`config.mk`:
```
export PLATFORM = sky130hd
export DESIGN_NAME = sram_burst_ctrl
export DESIGN_NICKNAME = d
export VERILOG_FILES = /design/src/rtl/sram_burst_ctrl.sv
export SDC_FILE = /design/constraint.sdc
export NUM_CORES = 1
export LEC_CHECK = 0
export BUFFER_PORTS_ARGS = -buffer_cell sky130_fd_sc_hd__buf_2
export CORE_UTILIZATION = 38
export DETAILED_ROUTE_END_ITERATION = 12
export HOLD_SLACK_MARGIN = 0.05
export MAX_ROUTING_LAYER = met4
export PLACE_DENSITY = 0.7
export SETUP_SLACK_MARGIN = 0.5
export SLEW_MARGIN = 20
export SYNTH_ARGS = -nofsm -noshare
export SYNTH_HDL_FRONTEND = slang
export SYNTH_SLANG_ARGS = --single-unit
```
`constraint.sdc`:
```
create_clock -name clk -period 2.7 [get_ports clk]
set_input_delay 0.54 -clock clk [delete_from_list [all_inputs] [get_ports clk]]
set_output_delay 0.54 -clock clk [all_outputs]
set_load 0.02 [all_outputs]
```
`src/rtl/sram_burst_ctrl.sv`:
```
// ============================================================================
//  Module      : sram_burst_ctrl
//  Description : Burst read/write controller for port A of a 1-cycle-latency
//                sram, with a 2-entry read buffer for full-rate backpressure.
//  Revision    : 1.0
// ============================================================================
`default_nettype none

module sram_burst_ctrl #(
  parameter int DATA_WIDTH = 32,
  parameter int ADDR_WIDTH = 16,
  parameter int LEN_WIDTH  = 8
) (
  input  logic                  clk,
  input  logic                  rst,
  input  logic                  cmd_valid,
  output logic                  cmd_ready,
  input  logic                  cmd_write,
  input  logic [ADDR_WIDTH-1:0] cmd_addr,
  input  logic [LEN_WIDTH-1:0]  cmd_len,
  input  logic                  wr_valid,
  output logic                  wr_ready,
  input  logic [DATA_WIDTH-1:0] wr_data,
  output logic                  rd_valid,
  input  logic                  rd_ready,
  output logic [DATA_WIDTH-1:0] rd_data,
  output logic                  rd_last,
  output logic                  busy,
  output logic [ADDR_WIDTH-1:0] mem_addr,
  output logic [DATA_WIDTH-1:0] mem_data,
  output logic                  mem_we,
  input  logic [DATA_WIDTH-1:0] mem_q
);

  typedef enum logic [1:0] {
    S_IDLE  = 2'd0,
    S_WRITE = 2'd1,
    S_READ  = 2'd2,
    S_DRAIN = 2'd3
  } state_t;

  state_t                r_state;
  state_t                w_state_nxt;
  logic [ADDR_WIDTH-1:0] r_cur;
  logic [LEN_WIDTH-1:0]  r_remain;
  logic                  r_inflight;
  logic                  r_inflight_last;
  logic [DATA_WIDTH-1:0] r_buf_data [2];
  logic                  r_buf_last [2];
  logic                  r_rptr;
  logic                  r_wptr;
  logic [1:0]            r_count;

  logic w_pop;
  logic w_issue;
  logic w_beat;
  logic w_last_addr;

  assign w_pop       = rd_valid && rd_ready;
  assign w_last_addr = (r_remain == '0);

  assign mem_addr = r_cur;
  assign mem_data = wr_data;
  assign rd_valid = (r_count != 2'd0);
  assign rd_data  = r_buf_data[r_rptr];
  assign rd_last  = rd_valid && r_buf_last[r_rptr];
  assign busy     = (r_state != S_IDLE);

  always_ff @(posedge clk) begin
    if (rst) r_state <= S_IDLE;
    else     r_state <= w_state_nxt;
  end

  always_comb begin
    w_state_nxt = r_state;
    cmd_ready   = 1'b0;
    wr_ready    = 1'b0;
    mem_we      = 1'b0;
    w_issue     = 1'b0;
    w_beat      = 1'b0;
    case (r_state)
      S_IDLE: begin
        cmd_ready = 1'b1;
        if (cmd_valid) w_state_nxt = cmd_write ? S_WRITE : S_READ;
      end
      S_WRITE: begin
        wr_ready = 1'b1;
        w_beat   = wr_valid;
        mem_we   = wr_valid;
        if (wr_valid && w_last_addr) w_state_nxt = S_IDLE;
      end
      S_READ: begin
        // Issue only if the beat returning next cycle is guaranteed a buffer slot.
        w_issue = ({1'b0, r_count} + {2'b00, r_inflight}) < (3'd2 + {2'b00, w_pop});
        if (w_issue && w_last_addr) w_state_nxt = S_DRAIN;
      end
      S_DRAIN: begin
        if (!r_inflight && ((r_count == 2'd0) || ((r_count == 2'd1) && w_pop)))
          w_state_nxt = S_IDLE;
      end
      default: w_state_nxt = S_IDLE;
    endcase
  end

  always_ff @(posedge clk) begin
    if (rst) begin
      r_cur           <= '0;
      r_remain        <= '0;
      r_inflight      <= 1'b0;
      r_inflight_last <= 1'b0;
      r_rptr          <= 1'b0;
      r_wptr          <= 1'b0;
      r_count         <= 2'd0;
    end else begin
      if (cmd_valid && cmd_ready) begin
        r_cur    <= cmd_addr;
        r_remain <= cmd_len;
      end else if (w_beat || w_issue) begin
        r_cur    <= r_cur + 1'b1;
        r_remain <= r_remain - 1'b1;
      end
      r_inflight      <= w_issue;
      r_inflight_last <= w_issue && w_last_addr;
      if (r_inflight) r_wptr <= ~r_wptr;
      if (w_pop)      r_rptr <= ~r_rptr;
      r_count <= r_count + {1'b0, r_inflight} - {1'b0, w_pop};
    end
  end

  // Buffer storage needs no reset; occupancy is tracked by r_count.
  always_ff @(posedge clk) begin
    if (r_inflight) begin
      r_buf_data[r_wptr] <= mem_q;
      r_buf_last[r_wptr] <= r_inflight_last;
    end
  end

endmodule

`default_nettype wire

```
* After elaboration in Yosys (flattened, before gate mapping)
Memory sizes are Yosys's and may differ from the RTL's. A register that Yosys moved wholly into a read port is not among the register bits.
Cells that the tools add are included.
** Storage, ports and cells
- Input bits :: 94
- Logic and storage cells :: 65
- Memories :: 2
- Register bits :: 32
- RAM bits :: 66
** Cells by class
- Multiplexer cells :: 20
- Equal/unequal tests :: 8
- Reduce and logical (&&, ||, !) cells :: 18
- Add/sub/neg operators :: 6
- Magnitude comparators :: 1
- Bitwise operators :: 2
** Memories
- r_buf_data :: words 2, width 32, read ports 1, clocked after Yosys merged registers in 1, write ports 1, line 48 : logic [DATA_WIDTH-1:0] r_buf_data [2];
- r_buf_last :: words 2, width 1, read ports 1, clocked after Yosys merged registers in 1, write ports 1, line 49 : logic r_buf_last [2];
** Operators with widths (number)
- two-way mux 16 bit :: 2
- adder 16 x 1 -> 16 bit (second input constant) :: 1
- two-way mux 8 bit :: 2
- two-way mux 1 bit :: 10
- two-way mux 2 bit :: 5
- logical AND 1 bit :: 8
- zero test 8 bit :: 1
- inequality test 2 bit (second input constant) :: 4
- case mux 2 bit (4 select lines) :: 1
- subtractor 8 x 1 -> 8 bit (second input constant) :: 1
- nonzero test 2 bit :: 3
- equality test 2 x 1 -> 1 bit (second input constant) :: 2
- equality test 2 bit (second input constant) :: 2
- zero test 2 bit :: 2
- AND reduction 4 bit :: 1
- adder 2 x 1 -> 3 bit :: 1
- adder 2 x 1 -> 3 bit (first input constant) :: 1
- less-than comparator 3 bit :: 1
- adder 2 x 1 -> 2 bit :: 1
- logical OR 1 bit :: 2
- NOT 1 bit :: 2
- subtractor 2 x 1 -> 2 bit :: 1
- zero test 1 bit :: 1

* Longest topological paths before layout
Gate-level depths: netlist of the first run.
- Depth in word-level cells :: 8
- Depth in mapped cells :: 8
- Depth with buffers taken out :: 7

* Worst setup path after synthesis of the first run
OpenSTA, ideal clock, no wires.
- Path kind :: register to register
- From :: reg r_inflight
- To :: mem r_buf_data[0][0] (enable)
- Setup slack :: 0.350 ns
- Path buffers :: 0
- Stages on the path, launching flop included :: 2
- Library setup time :: 0.427 ns
- Arrival :: 1.923 ns
- Data required time :: 2.273 ns
- Cells stage by stage :: dfxtp_1 -> nor2b_1
** On the way
- Longest elaborated chain between the ends :: 2
** Ends and longest elaborated chain
- start, declared :: line 46 : logic r_inflight;
- start signal, assigned :: line 122 : r_inflight <= w_issue;
- two-way mux 1 bit :: line 132 : if (r_inflight) begin
- two-way mux 1 bit (implied by the code) :: line 133 : r_buf_data[r_wptr] <= mem_q;
- end, declared :: line 48
Every way passes these cells.

* Worst setup path in the final report of the first run
- From :: reg r_inflight
- To :: reg r_cur[8] (netlist: mem_addr[8])
** On the way
- Longest elaborated chain between the ends :: 5
** Ends and longest elaborated chain
- adder 2 x 1 -> 3 bit :: line 94 : w_issue = ({1'b0, r_count} + {2'b00, r_inflight}) < (3'd2 + {2'b00, w_pop});
- less-than comparator 3 bit :: line 94
- two-way mux 1 bit :: line 81 : case (r_state)
- logical OR 1 bit :: line 118 : end else if (w_beat || w_issue) begin
- nonzero test 2 bit (no line)
- end signal, assigned :: line 116 : r_cur <= cmd_addr;
- end signal, assigned :: line 119 : r_cur <= r_cur + 1'b1;
- end, declared :: line 44 : logic [ADDR_WIDTH-1:0] r_cur;
Every way passes these cells.
A chain may end at the register's enable or synchronous reset.

==> results.md, run 1 <==
* Worst slew pin tran at 0.786 ns
* Leak pwr at slightly above 2 nW
* Total wire length at 9160 um
* Initial antenna violation count at 0
* I/O Buffers at between 100 and 150
* Largest net degree at the start of global routing at 35
* Total grt overflow at 0
* Kind of critical path: flop to flop
* Clock sink count at 99
* Worst path cell trace: ha_1 -> ha_4 -> nor4b_4 -> a211oi_4 -> buf_12 -> nor4b_2 -> xnor2_1 -> a211oi_1
* Syn_nets at 454
* Final nets at 538
* DP HPWL at 6110 um
* Register-to-register setup slack at 0.57 ns
* Final ANT Viol Nets at 0
* Number of setup buffers added after CTS at 0
* Max-slew violations at 0
* Final instance count without filler cells at 585
* Area delta synth->final at 20.6%
* Total global routing track utilization at 0.159
* Number of global-route vias before repair at 2828
* # setup viols final at 0
* Power Density at between 800 and 900 nW/um^2
* Post-synthesis cell count at about 350
* Hold WC Path Type: input pin to flop
* Fmax at about 0.47 GHz
* Reg2reg path depth at 8
* Clk_lat worst skew at roughly 0.35 ns
* Via density at 5.06
* Clock root buffer: clkbuf_16
* Tcrit/Tclk final at 0.788
* Max clock buf depth at 2
* Placer congestion estimate at 0.830
* Count of cell types in the netlist at 40
* Top Family by Delay on Critical Path: simple AND/OR/NAND/NOR gates
* Final hold vios at 0
* Status: completed
* Synthesis warning total at 0
* Unrepaired setup endpoints after global routing: true
* Worst path slowest cell: dfxtp_2
* Slew headroom at 0.475
* Die area at 12100 sq um
* DIE WIDTH at 110 um
* Worst Setup Start Kind: flop
* Placed cells at 569
* Crit Path Max Fanout at 15
* CP required at 2.96 ns
* TritonCTS clock tree: done
* Num CTS Buffers at 9
* Die Height at 110 um
* DRC viols at 0
* Worst path bufs/invs at 1
* First-pass DRT Iterations at 4
* Share of cells above drive strength 1 at 0.421
* Hold path depth at 1
* Seq/Total Area, Yosys at 0.594
* Antenna diode count at 0
* Mean post-synth cell area at 12.6 sq um
* I/O Pins at between 150 and 200
* Max-cap violations at 0
* First-pass GRT wire length at around 14000 um
* Power Total at 4.59 mW
* Post-synthesis register bit count at between 90 and 100
* CTS clock-pin slew for the worst setup and hold paths at 0.07 ns
* FILL cells at 1032
* Crit path arrival time at ~2.4 ns
* Hold Buf Count CTS at 0
* Std-Cell Rows at 39
* CP endpoint kind: flop
* H-tree levels at 3
* DR WL/cell at 15.7 um
* Crit path depth at 8
* Min cycle time layout at 2.13 ns
* Via count at ~3000
* CP peak stage delay at 0.36 ns
* Maximum vdd ir drop at ~0.54 mV
* Syn Std Cell Area at 4450 sq um
* Starting Density at 0.390
* Core footprint at 11400 sq um
* Hold WS at roughly 0.38 ns
* Sum of negative setup slack at 0 ns
* Final Skew at 0.00796 ns
* First DRT Iteration DRCs at 108
## flip-flops by register name, summed over array words and instances, names as in the netlist, named ones only
register and count:
r_buf_last 2, r_count 2, r_inflight 1, mem_addr 16, r_rptr 1, r_buf_data 64
r_remain 8, r_inflight_last 1, r_wptr 1, r_state 2
## through the flow
stage / utilization / instance area (sq um) / setup WS [ns]
after CTS: 0.464 / 5300 / 0.480
after global placement: 0.433 / 4940 / 0.449
final: 0.470 / 5370 / 0.573
after detailed placement: 0.433 / 4940 / 0.366
after global routing: 0.470 / 5370 / 0.473
after floorplan: - / 4450 / 0.637
## area by class of cell
type | instances | area [sq um] | share of cell area
inverter | 9 | 33.8 | 0.00629
clock inverter | 7 | 77.6 | 0.0145
clock buffer | 9 | 225 | 0.0420
multi-input combinational | 198 | 1580 | 0.294
tap | 143 | 179 | 0.0333
timing repair buffer | 120 | 629 | 0.117
sequential | 99 | 2650 | 0.493
## placed cells by master (no fill, tap or decap), drive strengths merged, types with 2 or more instances in the layout
cell type / netlist / layout
a21oi: 8 / 8
xnor2: 16 / 16
a211oi: 19 / 19
nand3: 10 / 10
ha: 7 / 7
xor2: 8 / 8
nor4: 9 / 9
nand4: 2 / 2
inv: 9 / 14
nor2: 35 / 35
nand2b: 2 / 2
nor4b: 4 / 4
nand2: 19 / 19
edfxtp: 66 / 66
nor3: 6 / 6
mux2: 32 / 32
and2: 3 / 3
clkbuf: 13 / 9
buf: 34 / 120
dfxtp: 33 / 33
nor2b: 3 / 3
o22ai: 2 / 2
## synth_stat cells
| cell | number | share of area |
|---|---|---|
| o211ai_1 | 1 | 0.0017 |
| and3b_2 | 1 | 0.0022 |
| nor3_1 | 6 | 0.0067 |
| or2b_1 | 1 | 0.0017 |
| a21oi_1 | 8 | 0.0090 |
| xnor2_1 | 16 | 0.031 |
| buf_4 | 32 | 0.054 |
| a32oi_1 | 1 | 0.0020 |
| nor2b_1 | 3 | 0.0042 |
| nor4b_4 | 2 | 0.011 |
| and3_1 | 1 | 0.0014 |
| nor4_2 | 4 | 0.011 |
| buf_6 | 1 | 0.0025 |
| edfxtp_1 | 66 | 0.45 |
| nor4b_1 | 2 | 0.0039 |
| dfxtp_1 | 33 | 0.15 |
| nand4b_1 | 1 | 0.0020 |
| o22ai_1 | 2 | 0.0028 |
| nand2_1 | 19 | 0.016 |
| a211oi_1 | 18 | 0.030 |
| clkbuf_1 | 13 | 0.011 |
| mux2_2 | 32 | 0.081 |
| nor2_1 | 35 | 0.030 |
| xor2_1 | 8 | 0.016 |
| and4_1 | 1 | 0.0020 |
| and2_1 | 3 | 0.0042 |
| buf_2 | 1 | 0.0011 |
| a311oi_1 | 1 | 0.0020 |
| a221oi_1 | 1 | 0.0020 |
| ha_1 | 7 | 0.020 |
| a2111oi_0 | 1 | 0.0020 |
| a211o_1 | 1 | 0.0020 |
| o21a_1 | 1 | 0.0017 |
| nand2b_1 | 2 | 0.0028 |
| nand4_1 | 2 | 0.0028 |
| mux2i_1 | 1 | 0.0022 |
| a211oi_4 | 1 | 0.0045 |
| nand3_1 | 10 | 0.011 |
| inv_1 | 9 | 0.0076 |
| nor4_1 | 5 | 0.0070 |
## timing repair
item	4_1_cts	5_1_grt
gates cloned	0	0
pin swaps	3	8
resized for setup	10	11
endpoints found under the setup margin	23	17
## report_power, final
| part | leakage (nW) | internal [mW] | total [mW] | switching (mW) |
|---|---|---|---|---|
| combinational | 1.05 | 0.567 | 1.38 | 0.812 |
| clock | 0.149 | 0.732 | 1.31 | 0.582 |
| sequential | 0.871 | 1.77 | 1.90 | 0.126 |
## cell families after synthesis
logic type | synth area share
and+or+nand+nor | 0.120
DFF | 0.594
muxes | 0.0832
adders and majority gates | 0.0197
xor gates and xnor gates | 0.0472
buffers and inverters | 0.0762
AOI/OAI and AO/OA | 0.0599
## final timing paths
path | endpoint | start
min reg2reg | r_buf_last[0]$_DFFE_PP_ | r_inflight_last$_SDFF_PP0_
max | mem_addr[8]$_SDFFE_PP0P_ | r_inflight$_SDFF_PP0_
max reg2reg | mem_addr[8]$_SDFFE_PP0P_ | r_inflight$_SDFF_PP0_
min | r_buf_data[1][27]$_DFFE_PP_ | mem_q[27]
## routing by layer
layer  share of wire  vias to the layer above  routed length [um]  global-route usage
met5               0                        -                   0                   -
met1            0.43                     1394                3910               0.187
met2            0.46                      121                4180               0.240
met3           0.094                       32                 860              0.0564
met4           0.023                        0                 208              0.0780
li1                -                     1413                   -                   -
No activity file was read; power rests on OpenSTA's default activity.
==> run 2, diff against run 1 <==
Clock period 2.7 ns to 2.1 ns, I/O delays scaled along.
==> run 2 against run 1 <==
  * Maximum frequency increased by 11%
  * Final cell count up 5.5%
  * Clock skew decreased by 0.00091 ns
  * Highest routed layer unchanged
  * Global-route usage is 0.58 points higher
  * Non-clock buffer count is 31 higher
  * Sequential cell count did not move
  * First-iteration DRC count grew 28%
  * Via count up 6.6%
  * Count of clock-buffer cells in the layout is 1 higher
  * Combinational power up 110%
  * Sequential share of layout area shrank 6.9 points
  * Critical path depth unchanged
==> results.md, run 2 (synthesis results as in run 1) <==
* Worst Setup Start Kind: flop
* Placed inst area at 5110 sq um (+3.3%)
* Core footprint at 11400 sq um (unchanged)
* CP endpoint kind: flop
* First-pass GRT wire length at 14600 um (+3.7%)
* Maximum vdd ir drop at 0.702 mV (+31%)
* Starting Density at 0.390 (unchanged)
* Hold WS at 0.261 ns (-0.118 ns)
* Total global routing track utilization at 0.164 (+0.00575)
* Commonest non-fill, non-tap cell in the layout: buf_2
* Status: completed
* Fmax at 0.524 GHz (+11%)
* Die Height at 110 um (unchanged)
* Final Skew at 0.00705 ns (-0.000910 ns)
* Power Density at 1110 nW/um^2 (+30%)
* Number of global-route vias before repair at 3002 (+6.2%)
* Clk_lat worst skew at 0.34 ns (about the same)
* Num CTS Buffers at 9 (unchanged)
* Total grt overflow at 0 (unchanged)
* I/O Buffers at 115 (unchanged)
* DP HPWL at 6050 um (-1.0%)
* # setup viols final at 0 (unchanged)
* Min cycle time layout at 1.91 ns (-0.217 ns)
* Share of cells above drive strength 1 at 0.517 (+0.0961)
* Crit path arrival time at 2.17 ns (-0.22 ns)
* Unrepaired setup endpoints after global routing: true
* I/O Pins at 180 (unchanged)
* Final hold vios at 0 (unchanged)
* Largest net degree at the start of global routing at 32 (-8.6%)
* Placed cells at 574 (+0.88%)
* Final ANT Viol Nets at 0 (unchanged)
* Via density at 5.11 (+1.1%)
* Std-Cell Rows at 39 (unchanged)
* TritonCTS clock tree: done
* H-tree levels at 3 (unchanged)
* Final instance count without filler cells at 617 (+5.5%)
* Power Total at 6.98 mW (+52%)
* Die area at 12100 sq um (unchanged)
* Max-slew violations at 0 (unchanged)
* Final nets at 570 (+5.9%)
* Final WS setup at 0.190 ns (-0.383 ns)
* First DRT Iteration DRCs at 138 (+28%)
* DIE WIDTH at 110 um (unchanged)
* Largest Register: r_buf_data
* Worst slew pin tran at 0.557 ns (-0.228 ns)
* Via count at 3155 (+6.6%)
* Initial antenna violation count at 0 (unchanged)
* Sum of negative setup slack at 0 ns (unchanged)
* Max reg flops at 64 (unchanged)
* Max clock buf depth at 2 (unchanged)
* Antenna diode count at 0 (unchanged)
* Clock sink count at 99 (unchanged)
* Post-Place Setup Slack at 0.00687 ns (-0.359 ns)
* CTS clock-pin slew for the worst setup and hold paths at 0.07 ns (about the same)
* Kind of critical path: flop to flop
* Crit Path Max Fanout at 5 (-10)
* Max-cap violations at 0 (unchanged)
* Tcrit/Tclk final at 0.909 (+0.122)
* First-pass DRT Iterations at 4 (unchanged)
* Area delta synth->final at 41.1%
* Slew headroom at 0.627 (+0.152)
* Placer congestion estimate at 0.901 (+8.5%)
* Hold Buf Count CTS at 0 (unchanged)
* Final Util at 0.550 (+0.0798)
* Clock root buffer: clkbuf_16
* Total wire length at 10100 um (+10%)
* DR WL/cell at 16.3 um (+4.4%)
* DRC viols at 0 (unchanged)
* Hold WC Path Type: input pin to flop
* CP required at 2.36 ns (-0.60 ns)
* Leak pwr at 2.56 nW (+23%)
* Commonest non-fill, non-tap cells in the layout: 83 x buf_2, 66 x edfxtp_1, 37 x buf_6
* Post-route cell area at 6280 sq um (+17%)
run 2: area by class of cell:
cell class / instances / area [sq um]
Fill cell: 931 / 5140
Sequential cell: 99 / 2660
Inverter: 9 / 33.8
Tap cell: 143 / 179
Clock inverter: 6 / 70.1
Clock buffer: 10 / 229
Multi-Input combinational cell: 199 / 1870
Timing Repair Buffer: 151 / 1240
run 2: worst paths after layout:
kind	endpoint	slack, ns	depth (start not counted)	from
max reg2reg	r_remain[5]$_SDFFE_PP0P_	0.19	8	r_count[0]$_SDFF_PP0_
max	r_remain[5]$_SDFFE_PP0P_	0.19	8	r_count[0]$_SDFF_PP0_
min reg2reg	r_buf_last[1]$_DFFE_PP_	0.43	0	r_inflight_last$_SDFF_PP0_
min	r_buf_data[0][22]$_DFFE_PP_	0.26	1	mem_q[22]
run 2: worst max-delay path, cell delays in order, from the launching register on:
cell      delay (ns)
dfxtp_2         0.34
ha_4            0.16
ha_4            0.22
nor4b_4         0.29
buf_4           0.19
a211o_4         0.13
nand4b_1        0.12
xor2_1          0.17
a211oi_1        0.19
run 2: per-layer routing:
metal / vias to the layer above / share of wire / GRT usage / wire length, um
li1: 1483 / - / - / -
met1: 1498 / 0.41 / 0.187 / 4140
met2: 150 / 0.50 / 0.279 / 5050
met3: 24 / 0.071 / 0.0323 / 715
met4: 0 / 0.018 / 0.0761 / 180
met5: - / 0 / - / 0
run 2: power breakdown:
part           total [mW]  internal (mW)  switching [mW]  leakage, nW
Clock                1.67          0.937           0.733        0.148
Combinational        2.84           1.50            1.33         1.54
Sequential           2.48           2.29           0.189        0.874
run 2: what timing repair did:
action | in CTS | in global routing
gates cloned | 5 | 1
hold endpoints to repair | 0 | 0
pin swaps | 37 | 20
setup endpoints to repair | 66 | 66
resized for setup | 106 | 46
setup buffers | 10 | 11
